--- src/rtl/ysyx_23060180_lsu.sv ---
// ysyx_23060180_lsu: load/store unit for the MEMORY state of the multi-cycle core.
// Accepts one op from execute, runs a req/ack transaction on the data-memory port
// with byte-lane steering and load extension, then pulses a one-cycle writeback.
// Optional feature macro: MISALIGN_TRAP_EN
//   defined   -> misaligned halfword/word ops skip the bus and complete with wb_err=1
//   undefined -> low address bits are forced to natural alignment and the op proceeds
module ysyx_23060180_lsu #(
  parameter int TIMEOUT_CYCLES = 16,
  parameter int CNT_W          = 8
) (
  input  logic        clk,
  input  logic        rstn_in,
  input  logic        ex_valid,
  output logic        ex_ready,
  input  logic        ex_is_store,
  input  logic [2:0]  ex_func3,
  input  logic [31:0] ex_addr,
  input  logic [31:0] ex_wdata,
  input  logic [4:0]  ex_rd,
  output logic        dmem_req,
  output logic        dmem_we,
  output logic [31:0] dmem_addr,
  output logic [31:0] dmem_wdata,
  output logic [3:0]  dmem_wstrb,
  input  logic        dmem_ack,
  input  logic [31:0] dmem_rdata,
  output logic        wb_valid,
  output logic        wb_we,
  output logic [4:0]  wb_rd,
  output logic [31:0] wb_data,
  output logic        wb_err
);

  typedef enum logic [1:0] {
    IDLE = 2'd0,
    BUSY = 2'd1,
    RESP = 2'd2
  } state_t;

  // Last counter value before the timeout fires; the op gets exactly
  // TIMEOUT_CYCLES cycles of dmem_req before it is abandoned.
  localparam logic [CNT_W-1:0] CNT_LAST =
      (TIMEOUT_CYCLES == 0) ? '0 : CNT_W'(TIMEOUT_CYCLES - 1);
  localparam bit TIMEOUT_ON = (TIMEOUT_CYCLES != 0);

  state_t            state_reg, state_next;
  logic              is_store_reg;
  logic [2:0]        func3_reg;
  logic [31:0]       addr_reg;
  logic [31:0]       wdata_reg;
  logic [4:0]        rd_reg;
  logic [CNT_W-1:0]  cnt_reg;
  logic              err_reg;
  logic [31:0]       ldata_reg;

  // ---------------------------------------------------------------
  // Decode of the incoming op (only meaningful while IDLE)
  // ---------------------------------------------------------------
  logic        legal_in;
  logic        trap_in;
  logic [1:0]  off_mask_in;
  logic [31:0] addr_in;

  // funct3 legality: loads allow 000/001/010/100/101, stores 000/001/010
  always_comb begin
    legal_in = 1'b0;
    if (ex_is_store) begin
      legal_in = (ex_func3[2] == 1'b0) && (ex_func3[1:0] != 2'b11);
    end else begin
      case (ex_func3)
        3'b000, 3'b001, 3'b010, 3'b100, 3'b101: legal_in = 1'b1;
        default:                                 legal_in = 1'b0;
      endcase
    end
  end

  // Natural-alignment mask on the byte offset, by access size
  always_comb begin
    case (ex_func3[1:0])
      2'b00:   off_mask_in = 2'b11;
      2'b01:   off_mask_in = 2'b10;
      default: off_mask_in = 2'b00;
    endcase
  end

  // Aligned ops are unaffected by the mask; misaligned ops either trap before
  // reaching the bus or are silently realigned here.
  assign addr_in = {ex_addr[31:2], ex_addr[1:0] & off_mask_in};

`ifdef MISALIGN_TRAP_EN
  assign trap_in = (ex_addr[1:0] & ~off_mask_in) != 2'b00;
`else
  assign trap_in = 1'b0;
`endif

  // ---------------------------------------------------------------
  // Transaction progress signals
  // ---------------------------------------------------------------
  logic timeout_hit;
  assign timeout_hit = TIMEOUT_ON && (cnt_reg == CNT_LAST);

  // ---------------------------------------------------------------
  // Load extraction from the returned word
  // ---------------------------------------------------------------
  logic [7:0]  rbyte [4];
  logic [15:0] rhalf [2];
  logic [31:0] load_ext;

  generate
    for (genvar gi = 0; gi < 4; gi++) begin : g_rbyte
      assign rbyte[gi] = dmem_rdata[8*gi +: 8];
    end
    for (genvar gi = 0; gi < 2; gi++) begin : g_rhalf
      assign rhalf[gi] = dmem_rdata[16*gi +: 16];
    end
  endgenerate

  // Select the addressed byte/half and sign- or zero-extend (func3[2] = unsigned)
  always_comb begin
    logic [7:0]  b;
    logic [15:0] h;
    b = rbyte[addr_reg[1:0]];
    h = rhalf[addr_reg[1]];
    case (func3_reg[1:0])
      2'b00:   load_ext = func3_reg[2] ? {24'd0, b} : {{24{b[7]}}, b};
      2'b01:   load_ext = func3_reg[2] ? {16'd0, h} : {{16{h[15]}}, h};
      default: load_ext = dmem_rdata;
    endcase
  end

  // ---------------------------------------------------------------
  // FSM: state register
  // ---------------------------------------------------------------
  // State register with asynchronous reset back to IDLE
  always_ff @(posedge clk or negedge rstn_in) begin
    if (!rstn_in) begin
      state_reg <= IDLE;
    end else begin
      state_reg <= state_next;
    end
  end

  // FSM: next-state logic; ack takes priority over a coincident timeout
  always_comb begin
    state_next = state_reg;
    case (state_reg)
      IDLE: begin
        if (ex_valid) begin
          state_next = (legal_in && !trap_in) ? BUSY : RESP;
        end
      end
      BUSY: begin
        if (dmem_ack || timeout_hit) begin
          state_next = RESP;
        end
      end
      RESP:    state_next = IDLE;
      default: state_next = IDLE;
    endcase
  end

  // Datapath registers: op capture, timeout counter, load data and error flag
  always_ff @(posedge clk or negedge rstn_in) begin
    if (!rstn_in) begin
      is_store_reg <= 1'b0;
      func3_reg    <= 3'd0;
      addr_reg     <= 32'd0;
      wdata_reg    <= 32'd0;
      rd_reg       <= 5'd0;
      cnt_reg      <= '0;
      err_reg      <= 1'b0;
      ldata_reg    <= 32'd0;
    end else begin
      case (state_reg)
        IDLE: begin
          if (ex_valid) begin
            is_store_reg <= ex_is_store;
            func3_reg    <= ex_func3;
            addr_reg     <= addr_in;
            wdata_reg    <= ex_wdata;
            rd_reg       <= ex_rd;
            cnt_reg      <= '0;
            err_reg      <= !(legal_in && !trap_in);
            ldata_reg    <= 32'd0;
          end
        end
        BUSY: begin
          cnt_reg <= cnt_reg + CNT_W'(1);
          if (dmem_ack) begin
            if (!is_store_reg) begin
              ldata_reg <= load_ext;
            end
          end else if (timeout_hit) begin
            err_reg <= 1'b1;
          end
        end
        default: begin
          cnt_reg <= '0;
        end
      endcase
    end
  end

  // ---------------------------------------------------------------
  // Store lane steering (from captured op, so it is stable across BUSY)
  // ---------------------------------------------------------------
  logic [3:0]  st_strb;
  logic [31:0] st_data;

  // Strobe and replicated write data by store size
  always_comb begin
    case (func3_reg[1:0])
      2'b00: begin
        st_strb = 4'b0001 << addr_reg[1:0];
        st_data = {4{wdata_reg[7:0]}};
      end
      2'b01: begin
        st_strb = 4'b0011 << {addr_reg[1], 1'b0};
        st_data = {2{wdata_reg[15:0]}};
      end
      default: begin
        st_strb = 4'b1111;
        st_data = wdata_reg;
      end
    endcase
  end

  // FSM: outputs, all derived from the current state so reset clears them at once
  always_comb begin
    ex_ready   = 1'b0;
    dmem_req   = 1'b0;
    dmem_we    = 1'b0;
    dmem_addr  = 32'd0;
    dmem_wdata = 32'd0;
    dmem_wstrb = 4'd0;
    wb_valid   = 1'b0;
    wb_we      = 1'b0;
    wb_rd      = 5'd0;
    wb_data    = 32'd0;
    wb_err     = 1'b0;
    case (state_reg)
      IDLE: ex_ready = 1'b1;
      BUSY: begin
        dmem_req  = 1'b1;
        dmem_we   = is_store_reg;
        dmem_addr = {addr_reg[31:2], 2'b00};
        if (is_store_reg) begin
          dmem_wdata = st_data;
          dmem_wstrb = st_strb;
        end
      end
      RESP: begin
        wb_valid = 1'b1;
        wb_err   = err_reg;
        wb_rd    = rd_reg;
        wb_we    = !err_reg && !is_store_reg && (rd_reg != 5'd0);
        if (!err_reg && !is_store_reg) begin
          wb_data = ldata_reg;
        end
      end
      default: ;
    endcase
  end

endmodule

--- config.mk ---
export PLATFORM = sky130hd
export DESIGN_NAME = ysyx_23060180_lsu
export DESIGN_NICKNAME = d
export VERILOG_FILES = /design/src/rtl/ysyx_23060180_lsu.sv
export SDC_FILE = /design/constraint.sdc
export NUM_CORES = 1
export LEC_CHECK = 0
export BUFFER_PORTS_ARGS = -buffer_cell sky130_fd_sc_hd__buf_4
export CAP_MARGIN = 20
export CELL_PAD_IN_SITES_DETAIL_PLACEMENT = 0
export CELL_PAD_IN_SITES_GLOBAL_PLACEMENT = 2
export CORE_MARGIN = 2
export CORE_UTILIZATION = 25
export CTS_CLUSTER_DIAMETER = 150
export DETAILED_ROUTE_END_ITERATION = 12
export GPL_ROUTABILITY_DRIVEN = 0
export PLACE_DENSITY_LB_ADDON = 0.1
export RECOVER_POWER = 25
export SLEW_MARGIN = 20
export SYNTH_ARGS = -nofsm -noshare
export SYNTH_HDL_FRONTEND = slang
export SYNTH_SLANG_ARGS = --single-unit
--- constraint.sdc ---
create_clock -name clk -period 1.6 [get_ports clk]
set_input_delay 0.08 -clock clk [delete_from_list [all_inputs] [get_ports clk]]
set_output_delay 0.08 -clock clk [all_outputs]
set_load 0.03 [all_outputs]
Yosys cells after proc, flatten, opt, wreduce, memory -nomap -nowiden
Index checks and enable logic that the tools add are counted.

Shift-type cells: 2. Equal/unequal tests: 16. Mux-type cells: 42. Reduce and logical (&&, ||, !) cells: 18. Add/sub/neg operators: 1. Bitwise gates (word level): 4. $lt $le $gt $ge: 2.

Operators by type and width (count): two-way mux 32 bit (10); one-hot mux 32 bit (2 select lines) (3); two-way mux 16 bit (3); two-way mux 8 bit (3); binary-select mux 8 bit (select 2 bit) (1); one-hot mux 8 bit (2 select lines) (1); inequality test 2 bit (second input constant) (7); two-way mux 1 bit (11); adder 8 x 1 -> 8 bit (second input constant) (1); equality test 8 x 4 -> 1 bit (second input constant) (1); two-way mux 4 bit (2); one-hot mux 2 bit (2 select lines) (2); one-hot mux 4 bit (2 select lines) (1); AND reduction 4 bit (2); equality test 2 x 1 -> 1 bit (second input constant) (3); equality test 3 bit (second input constant) (2); zero test 2 bit (3); two-way mux 2 bit (3); two-way mux 5 bit (1); nonzero test 5 bit (1); OR reduction 5 bit (1); AND reduction 2 bit (2); << shifter 1 x 2 -> 4 bit (first input constant) (1); << shifter 2 x 2 -> 4 bit (first input constant) (1); 15 further kinds (19).

Bits in registers: 116. Word-level logic and storage cells: 94.

Logic depth before layout (Yosys ltp)
Depth in word-level cells: 9. Depth in mapped cells: 8. Depth with buffers taken out: 5.

Least setup slack after synthesis
No wires, ideal clock.

Path type: reg2out. Start point: reg state_reg[0]. End point: out wb_data[22]. Stages on the path, launching flop included: 6. Setup slack: -0.362 ns. Required time: 1.520 ns. Path buffers: 2. Arrival: 1.882 ns. Cell sequence: dfrtp_1 buf_4 and2b_1 nor3b_1 clkbuf_1 and2_1.

Cells in the longest elaborated chain, start to end: 2.

Ends and longest elaborated chain: start: declaration (line 46) `state_t state_reg, state_next;`; start signal: assignment (line 139) `state_reg <= state_next;`; equality test 2 bit (line 241) `case (state_reg)`; two-way mux 32 bit (line 241); end: declaration (line 30) `output logic [31:0] wb_data,`.

Every way passes these cells.

Worst setup path after layout
Start point: reg state_reg[1]. End point: out wb_data[31].

The elaborated chain is that of the path after synthesis.

==> results.yml <==
setup_path:
  cp-end-kind: "output pin"
  critical_path_class: "reg -> out"
  cp-start-kind: "flop"
  arrival_ns: 1.84
  path_max_fanout: 4
  required_ns: 1.52
  cp-startpoint: "state_reg[1]"
  r2r_start: "addr_reg[1]"
synthesis:
  avgSynthCellArea_um2: 8.500
  synth_edf_count: 0
  netlist_area_um2: 6061
  seq_area_frac_synth_pct: 47.89
  yosysWarnings: 0
  synth_top_cell_area_share_pct: 47.89
  syn_inst: 713
  ys_types: 46
  async_flop_share_pct: 100.0
  synth.area.top_cells: "dfrtp_1, nand2_1, and2_1"
  yosysTopAreaCell: "dfrtp_1"
  synth-main-ff-cell: "dfrtp_1"
  synth-seq-cells: 116
drt:
  vias: 6623
  ant_nets: 0
  route.detailed.drc: 0
  routedWlPerCell_um: 18.00
  drtIter0Drc: 239
  drt_wl_total_um: 25650
  vias_per_cell: 4.648
  first_pass_iters: 4
floorplan:
  std_cell_rows: 56
  coreArea_um2: 23610
  io_pins: 220
  start_util_pct: 25.67
  dieWidth_um: 159.7
  dieArea_um2: 25500
  die_h_um: 159.7
power_and_ir_drop:
  p_leak_nw: 5.675
  power_mw: 16.89
  peakVddDrop_mv: 0.6539
  power_density_nw_per_um2: 1417
timing:
  slew_headroom_pct: 37.93
  clock_skew_ns: 0.008351
  tightestPinTransition_ns: 0.9310
  min_period_ns: 1.923
  hold_violations: 1
  hold_slack_ns: -0.01099
  tns_ns: -27.88
  fin_ws_ns: -0.3231
  timing.fmax_mhz: 520.0
  rsz0062_at_grt: "yes"
  timing.final.crit_share_pct: 120.2
  setup_viol: 131
  maxSlewViolCount: 0
final_layout:
  drive_above_1_share_pct: 44.48
  final_common_cell: "nand2_1"
  area_growth_pct: 96.66
  regArea_um2: 2905
  antennaDiodeCount: 0
  nets: 1203
  n_fill_cell: 2216
  multiInputGateArea_um2: 3598
  final_cell_mix: "nand2_1, buf_4, buf_6, dfrtp_1, dlygate4sd3_1"
global_route:
  grt_usage_pct: 18.35
  grt_pass1_vias: 6763
  gr-total-overflow: 0
  grt_pass1_wl_um: 37080
  antenna_found_initial: 0
  grt_max_degree: 46
min_path:
  hold_class: "in -> reg"
  min_from: "dmem_rdata[10]"
cts:
  htreeDepth: 4
  numCtsBuffers: 17
  clk_latency_ns: 0.42
  clk_pin_slew_ns: 0.06
  cts.sinks: 116
  clockBufferDepth: 2
  cts_tree: "done"
  root_buffer: "clkbuf_16"
place:
  dpl.hpwl_um: 16090
  port_buffers: 217
status:
  violations: "negative hold slack, negative setup slack"
  outcome: "finished, violations left"
flow_run:
  maxCapViolations: 0
-- worst max-delay path: stages (launching register included) --
cell	delay, ns
dfrtp_1	0.37
buf_6	0.12
and2b_4	0.14
nor3b_4	0.21
buf_6	0.17
clkbuf_16	0.14
and2_4	0.14
buf_6	0.12
-- through the flow --
stage	worst slack [ns]	utilization, %	std cells	area [µm²]
floorplan	-0.07762	-	714	6155
global placement	-0.07446	35.68	1243	8426
detailed placement	-0.1947	35.68	1243	8426
CTS	-0.3511	45.93	1388	10840
global route	-0.4036	50.48	1425	11920
finish	-0.3231	50.48	1425	11920
-- timing repair --
action,4_1_cts,5_1_grt
resized for setup,191,134
buffers inserted,5,21
hold buffers,103,1
pin swaps,19,40
endpoints found under the hold margin,130,1
gates cloned,5,18
endpoints found under the setup margin,139,198
-- final timing paths --
path	endpoint	slack (ns)	depth (start not counted)
max in group asynchronous	addr_reg[1]	0.25	3
min in group asynchronous	addr_reg[27]	0.34	2
worst min-delay path	ldata_reg[10]	-0.01	3
worst min register to register	addr_reg[26]	0.47	2
worst max-delay path	wb_data[31]	-0.32	7
worst max register to register	ldata_reg[8]	-0.26	7
-- kinds of logic after synthesis --
family,count (synthesis),synth area share (%)
compound gates,105,12.70
flops,116,47.89
mux,26,4.583
buf+inv,58,4.315
fa+ha+maj,1,0.2064
other cells,1,0.06187
simple gates,406,30.24
-- synth_stat cells, drive strengths merged (2+ instances only) --
library cell	n
nand2	245
dfrtp	116
and2	72
nor2	42
clkbuf	33
a21oi	30
o21ai	25
a221o	24
mux2i	24
buf	19
and3	10
a22o	9
nand3	9
or2	8
a221oi	7
inv	5
nand2b	4
nor3b	3
a211oi	2
nand3b	2
nand4	2
nor3	2
o31ai	2
or4	2
-- layer usage --
metal	up-vias	share of wire (%)	routed length [µm]	global-route usage (%)
li1	3145	-	-	-
met1	3230	42	10840	22.44
met2	218	51	12960	31.60
met3	30	5.4	1392	4.753
met4	0	1.8	459	5.744
met5	-	0	0	0
-- power breakdown --
part / internal (mW) / switching [mW]
combinational: 3.99 / 4.25
clock: 2.18 / 1.59
sequential: 3.99 / 0.896
-- final cells by class --
class	instances	share of cell area, %
clock inverters	15	1.228
repair buffers	412	36.99
clock buffers	17	3.569
flip-flops and latches	116	24.38
well taps	319	3.349
multi-input cells	540	30.19
inverters	6	0.2939
Power figures use the tool's default switching activity.
